**src/rtl/fp_div.sv**
```systemverilog
// Sequential signed fixed-point divider y = a / b in Q(WIDTH-FRACTION).FRACTION.
// Restoring sign-magnitude division, one quotient bit per clock, with
// valid/ready handshakes on the operand and result sides. Results saturate
// to FP_MAX/FP_MIN; a zero divisor yields a saturated result flagged div_zero.
module fp_div #(
    parameter int WIDTH    = 32,
    parameter int FRACTION = 16
) (
    input  logic                    clk,
    input  logic                    rst,
    input  logic                    in_valid,
    output logic                    in_ready,
    input  logic signed [WIDTH-1:0] a,
    input  logic signed [WIDTH-1:0] b,
    output logic                    out_valid,
    input  logic                    out_ready,
    output logic signed [WIDTH-1:0] y,
    output logic                    sat,
    output logic                    div_zero
);

    localparam int ITER  = WIDTH + FRACTION;
    localparam int CNT_W = $clog2(ITER);

    localparam logic [WIDTH-1:0] FP_MAX = {1'b0, {(WIDTH-1){1'b1}}};
    localparam logic [WIDTH-1:0] FP_MIN = {1'b1, {(WIDTH-1){1'b0}}};

    typedef enum logic [1:0] {IDLE, BUSY, FIX, DONE} state_t;

    state_t               state;
    logic [CNT_W-1:0]     cnt;

    // Dividend shifts out of the top while quotient bits shift in at the bottom,
    // so after ITER steps this register holds the quotient magnitude.
    logic [ITER-1:0]      quo;
    logic [WIDTH:0]       dvs;
    logic [WIDTH:0]       rem;
    logic                 neg;

    logic [WIDTH+1:0]     rem_sh;
    logic [WIDTH:0]       rem_sub;
    logic [WIDTH:0]       rem_nxt;
    logic                 q_bit;
    logic [WIDTH:0]       fix_res;

    // Magnitude in WIDTH+1 bits so that |FP_MIN| = 2^(WIDTH-1) is exact.
    function automatic logic [WIDTH:0] mag(input logic signed [WIDTH-1:0] v);
        logic signed [WIDTH:0] ext;
        ext = {v[WIDTH-1], v};
        return v[WIDTH-1] ? -ext : ext;
    endfunction

    // Apply sign and saturation to the truncated quotient magnitude; returns {sat, y}.
    function automatic logic [WIDTH:0] sat_fix(input logic [ITER-1:0] q, input logic q_neg);
        logic [ITER-1:0] lim_pos;
        logic [ITER-1:0] lim_neg;
        lim_pos = ITER'(FP_MAX);
        lim_neg = ITER'(FP_MIN);
        if (!q_neg) begin
            if (q > lim_pos) return {1'b1, FP_MAX};
            return {1'b0, q[WIDTH-1:0]};
        end
        if (q > lim_neg) return {1'b1, FP_MIN};
        return {1'b0, -q[WIDTH-1:0]};
    endfunction

    // Operands are accepted only while idle.
    always_comb begin
        in_ready = (state == IDLE);
    end

    // One restoring step: shift in the next dividend bit and trial-subtract |b|.
    always_comb begin
        rem_sh  = {rem, quo[ITER-1]};
        rem_sub = rem_sh[WIDTH:0] - dvs;
        q_bit   = (rem_sh >= {1'b0, dvs});
        rem_nxt = q_bit ? rem_sub : rem_sh[WIDTH:0];
        fix_res = sat_fix(quo, neg);
    end

    // Datapath: latch magnitudes on accept, then iterate while busy.
    always_ff @(posedge clk) begin
        if (in_ready && in_valid) begin
            quo <= ITER'(mag(a)) << FRACTION;
            dvs <= mag(b);
            rem <= '0;
            neg <= a[WIDTH-1] ^ b[WIDTH-1];
        end else if (state == BUSY) begin
            rem <= rem_nxt;
            quo <= {quo[ITER-2:0], q_bit};
        end
    end

    // Control FSM with registered result outputs.
    always_ff @(posedge clk or posedge rst) begin
        if (rst) begin
            state     <= IDLE;
            cnt       <= '0;
            out_valid <= 1'b0;
            y         <= '0;
            sat       <= 1'b0;
            div_zero  <= 1'b0;
        end else begin
            case (state)
                IDLE: begin
                    if (in_valid) begin
                        if (b == '0) begin
                            // 0/0 has a clear sign bit and therefore lands on FP_MAX.
                            y         <= a[WIDTH-1] ? FP_MIN : FP_MAX;
                            sat       <= 1'b1;
                            div_zero  <= 1'b1;
                            out_valid <= 1'b1;
                            state     <= DONE;
                        end else begin
                            cnt   <= CNT_W'(ITER - 1);
                            state <= BUSY;
                        end
                    end
                end
                BUSY: begin
                    if (cnt == '0) state <= FIX;
                    else           cnt   <= cnt - 1'b1;
                end
                FIX: begin
                    {sat, y}  <= fix_res;
                    div_zero  <= 1'b0;
                    out_valid <= 1'b1;
                    state     <= DONE;
                end
                DONE: begin
                    if (out_ready) begin
                        out_valid <= 1'b0;
                        state     <= IDLE;
                    end
                end
                default: state <= IDLE;
            endcase
        end
    end

endmodule

```
**config.mk**
```make
export PLATFORM = sky130hd
export DESIGN_NAME = fp_div
export DESIGN_NICKNAME = d
export VERILOG_FILES = /design/src/rtl/fp_div.sv
export SDC_FILE = /design/constraint.sdc
export NUM_CORES = 1
export LEC_CHECK = 0
export CAP_MARGIN = 15
export CORE_ASPECT_RATIO = 0.7
export CORE_MARGIN = 5
export CORE_UTILIZATION = 40
export DETAILED_ROUTE_END_ITERATION = 6
export GPL_ROUTABILITY_DRIVEN = 1
export GPL_TIMING_DRIVEN = 0
export PLACE_DENSITY = 0.61
export SYNTH_ARGS = -nofsm -noshare
export SYNTH_HDL_FRONTEND = slang
export SYNTH_SLANG_ARGS = --single-unit
```
**constraint.sdc**
```tcl
create_clock -name clk -period 2.73 [get_ports clk]
set_clock_uncertainty 0.05 [all_clocks]
set_input_delay 0.546 -clock clk [delete_from_list [all_inputs] [get_ports clk]]
set_output_delay 0.546 -clock clk [all_outputs]
set_load 0.005 [all_outputs]
```
After elaboration in Yosys (flattened, before gate mapping) --
Index checks and enable logic that the tools add are counted.
Storage, ports and cells: logic and storage cells 76, register bits 158, input port bits 68, output and inout port bits 36
Cells by class: eq/ne operators 9, $lt $le $gt $ge 3, bitwise gates (word level) 1, muxes and demuxes 34, reductions and logical operators 12, add/sub/neg operators 5
Operator list (number):
- $mux 33 | 7
- $mux 32 | 4
- $mux 48 | 2
- $neg 32->32 | 2
- $pmux 32 s2 | 1
- $gt 48x31->1 const B | 1
- $gt 48x32->1 const B | 1
- $ge 34x33->1 | 1
- $neg 32->33 | 1
- $sub 33x33->33 | 1
- $logic_not 32->1 | 1
- $mux 31 | 1
- $mux 6 | 3
- $pmux 6 s2 | 1
- $mux 2 | 4
- $ne 2x2->1 const B | 4
- $pmux 2 s4 | 1
- $reduce_and 4->1 | 2
- $mux 1 | 7
- $logic_not 6->1 | 1
- $reduce_and 3->1 | 2
- $reduce_bool 2->1 | 3
- $sub 6x1->6 const B | 1
- $eq 2x2->1 const B | 2
- other kinds (8) | 10

Longest topological paths before layout --
word-level depth 9, depth in mapped cells 14, depth with buffers taken out 12

Least setup slack after synthesis --
OpenSTA, ideal clock, no wires.
path kind in2reg, start point input port a[8], end point register quo[45] (data pin), slack -0.523 ns, data arrival time 2.936 ns, required time 2.413 ns, setup time 0.267 ns, buffers on the path 0, stages 8, cells stage by stage or4_4 nand4bb_4 or3_1 or4_4 or3_4 o41ai_1 xor2_1 o21ai_0
Between the ends: longest elaborated chain between the ends 3
Ends and longest elaborated chain:
- from (decl) | RTL line 13 | input logic signed [WIDTH-1:0] a,
- $neg 32->32 | RTL line 50 | return v[WIDTH-1] ? -ext : ext;
- $mux 32 | RTL line 50
- $mux 48 | RTL line 83 | if (in_ready && in_valid) begin
- to (signal assigned) | RTL line 84 | quo <= ITER'(mag(a)) << FRACTION;
- to (signal assigned) | RTL line 90 | quo <= {quo[ITER-2:0], q_bit};
- to (decl) | RTL line 35 | logic [ITER-1:0] quo;
No other way between the ends. A chain may end at the register's enable or synchronous reset.

Final worst setup path --
start point input port a[9], end point register quo[47] (data pin)
Same word-level chain as after synthesis.

==> impl_metrics.toml <==
[outcome]
result_of_the_run = "complete, but fails checks"
violations = "negative setup slack"

[worst_setup_path]
critical_path_cell_list = "buf_6 > or4_4 > nand4bb_4 > or3_4 > or4_4 > or3_4 > or4b_4 > o21ai_1"
crit_fanout = 3
critical_path_buf_inv_count = 1
reg2regPathDepth = 10
critical_path.startpoint = "a[9]"
setup.reg_to_reg.worst_slack_ps = -140
worstSetupEndpointType = "flip-flop"
crit-reg2reg-launch = "dvs[2]"
crit_slowest_cell = "or4_4"
worst_ep_required_time_ps = 2980
regToRegEndpoint = "rem[31]"
cp-start-kind = "input port"
setup.worst_path.class = "in2reg"
path_delay_family = "simple AND/OR/NAND/NOR gates"
worst_path_largest_cell_delay_ps = 530
worstPathArrival_ps = 3160

[power]
power.sequential.fraction_pct = 26.5
netSwitchingPower_uw = 7340
vdd.ir_drop.worst_mv = 0.494
sw_frac_of_total_pct = 44.3
power_frac_clock_pct = 15.6
p_total_uw = 16600
powerDensity_mw_per_mm2 = 1140
share_comb_of_total_power_pct = 57.9
power.leakage_uw = 0.00568
internal-power_uw = 9250

[synth]
synth_area_leaders = "edfxtp_1 19%, dfrtp_1 10%, dfxtp_1 9.2%"
yosys.area.top_type_share_pct = 18.6
synth_compound_gate_area_share_pct = 23.4
sequential_element_share_of_the_synthesized_area_pct = 38.0
main_combinational_cell_family_by_area_after_synthesis = "compound AO/OA/AOI/OAI gates"
synth_top_cell_by_area = "edfxtp_1"
synthFlopType = "edfxtp_1"
post-synth-top-count-cell = "o21ai_0"
postSynthRegisterBits = 158
post_synth_adder_cell_area_pct = 5.13
synth_nets = 1388
synth_simple_gate_area_share_pct = 19.1
synthDistinctLibCells = 68
synthMuxAreaShare_pct = 2.38
synth_edf_count = 66
synth_common_cells = "146 x o21ai_0, 124 x nand2_1, 105 x a21oi_1, 73 x nor2_1, 71 x inv_1"
synthXorXnorAreaFrac_pct = 6.67
async_sr_flop_fraction_pct = 27.2
synthCells = 1277
synthesis.yosys.warnings = 0
syn_area_sq_mm = 0.0106
syn_area_per_cell_sq_um = 8.33

[floorplan]
effective_utilization_at_floorplan_pct = 41.0
design.die.area_sq_mm = 0.0300
core_region_area_sq_mm = 0.0259
rows = 49
floorplan.die.height_um = 146
die-width_um = 205
io_pins = 104

[timing]
finalCritPeriodShare_pct = 107
timing.slew.headroom_pct = 41.0
slew_at_the_pin_closest_to_its_max_slew_limit_ps = 885
setup_tns_ps = -3950
postLayoutSetupSlackWorst_ps = -178
timing.final.max_slew_violations = 0
timing.final.setup_violations = 63
grt_setup_unrepaired = "yes"
maxClockFrequency_mhz = 344
finalWorstPathRequiredPeriod_ps = 2910
hold_viol = 0

[finish]
proportion_of_layout_cells_with_a_drive_suffix_above_1_pct = 22.5
nNetsFinal = 1561
layout.filler_cells = 2345
antenna_cells = 0
final_cell_area_sq_mm = 0.0146
multiInputGateArea_sq_mm = 0.00711
seq_cell_area_sq_mm = 0.00404
area_added_between_synthesis_and_finish_pct = 37.3

[global_routing]
gr-usage-met2_pct = 32.9
grt.overflow.total = 0
first_global_vias = 10300
gr-usage-met3_pct = 4.43
grt_start_max_net_pins = 44
grt_antenna_before_repair = 1
most_crowded_layer_after_global_routing = "met1"
groute.layer.met1.usage_pct = 38.8
grtUsageTotal_pct = 24.1
grt_pass1_wl_mm = 57.9

[clock_network]
number_of_buffers_created_by_cts = 17
clock_insertion_delay_worst_skew_ps = 440
cts_hold_buffers = 0
clock_path_buffers = 2
tritoncts_clock_tree = "done"
clk_transition_reported_paths_ps = 70
cts_max_level = 4
clockRootBuffer = "clkbuf_16"
total_number_of_clock_tree_sinks = 158

[place]
port_buffers = 102
place_hpwl_mm = 26.0
placedInstanceArea_sq_mm = 0.0123
gpl.final_weighted_congestion = 0.951

[min_path]
holdCritPathClass = "in2async"

[drt]
drt-initial-drc-count = 1248
wire_per_inst_um = 20.2
detailroute.via_count = 10700
drt_pre_antenna_iters = 5
drc_errors = 0
antenna_violating_nets_post_route = 0
totalWireLength_mm = 36.7
vias_per_cell = 5.90

[job]
timing.max_cap.violations = 0
## worst reg2reg max path: stages, from the launching register on
cell      delay (ps)
edfxtp_1         320
inv_1             60
ha_1             410
nand3b_1         160
a211oi_1         460
nor2_1           230
o32ai_1          210
o221ai_1         270
o21ai_0          330
xnor2_1          160
o21ai_1           90
## flip-flops by register name, indices dropped and copies added, names as in the netlist
| name | count |
|---|---|
| cnt | 6 |
| div_zero | 1 |
| dvs | 33 |
| neg | 1 |
| out_valid | 1 |
| quo | 48 |
| rem | 33 |
| sat | 1 |
| state | 2 |
| y | 32 |
## cell families (layout without fill, tap and decap cells)
logic type | Yosys count | count (layout)
compound gates | 417 | 417
xor+xnor | 81 | 81
fa+ha+maj | 43 | 43
buf+inv | 148 | 333
flops | 158 | 158
mux | 25 | 25
other cells | 1 | 1
simple gates | 404 | 405
## layer usage
metal / share of wire [%] / vias up
li1: - / 5049
met1: 51 / 5228
met2: 41 / 432
met3: 7.2 / 36
met4: 1.3 / 0
met5: 0 / -
## layout make-up
cell class	instances	share of cell area [%]
Buffer	64	3.23
Multi-Input combinational cell	972	48.7
Inverter	71	1.85
Clock inverter	13	1.27
Timing Repair Buffer	166	11.3
Clock buffer	19	2.96
Sequential cell	158	27.7
Tap cell	357	3.06
## layout by cell type, fill, tap and decap left out, drive strengths merged, types with 10 or more instances in the layout
cell type | Yosys | routed
o21a | 11 | 11
or3 | 23 | 23
nor2 | 73 | 73
o211ai | 13 | 13
clkbuf | 64 | 73
inv | 71 | 73
a31oi | 26 | 26
buf | 13 | 85
ha | 42 | 42
o21ai | 155 | 155
or4 | 12 | 12
a211oi | 12 | 12
o22ai | 10 | 10
nor3 | 22 | 22
xor2 | 39 | 39
nand3 | 56 | 56
nor4 | 21 | 21
dfxtp | 49 | 49
o31ai | 26 | 26
a21oi | 105 | 105
clkdlybuf4s50 | 0 | 81
mux2i | 23 | 23
edfxtp | 66 | 66
o41ai | 14 | 14
dfrtp | 43 | 43
nand2 | 124 | 124
nand4 | 16 | 16
xnor2 | 42 | 42
## worst max-delay path by stage
stage / depth (start not counted) / to / slack (ps)
2_1_floorplan: 7 / quo[47] / -460
3_3_place_gp: 10 / y[22] / -1500
3_5_place_dp: 10 / y[22] / -1450
4_1_cts: 9 / quo[45] / -470
5_1_grt: 14 / rem[28] / -330
6_report: 8 / quo[47] / -180
## power groups by stage
| stage | sequential, uW | combinational [uW] | clock [uW] |
|---|---|---|---|
| global route | 4480 | 10400 | 2710 |
| CTS | 4260 | 8930 | 2610 |
| detailed placement | 4280 | 7320 | 0 |
| finish | 4390 | 9610 | 2600 |
| floorplan | 4050 | 5060 | 0 |
| global placement | 4270 | 7180 | 0 |
## stage by stage
stage	cells	util, %	setup WS (ps)	hold slack [ps]
CTS	1815	54.1	-469	312
finish	1820	56.3	-178	311
detailed placement	1738	47.4	-1450	437
global route	1820	56.3	-334	335
floorplan	1277	-	-457	399
global placement	1736	47.2	-1500	414
## timing repair
item,in CTS,in global routing
resized for setup,217,151
endpoints found under the setup margin,178,123
gates cloned,9,0
pin swaps,83,54
endpoints found under the hold margin,0,0
buffers inserted,45,11
Note: power is estimated with default switching activity, not from simulation.
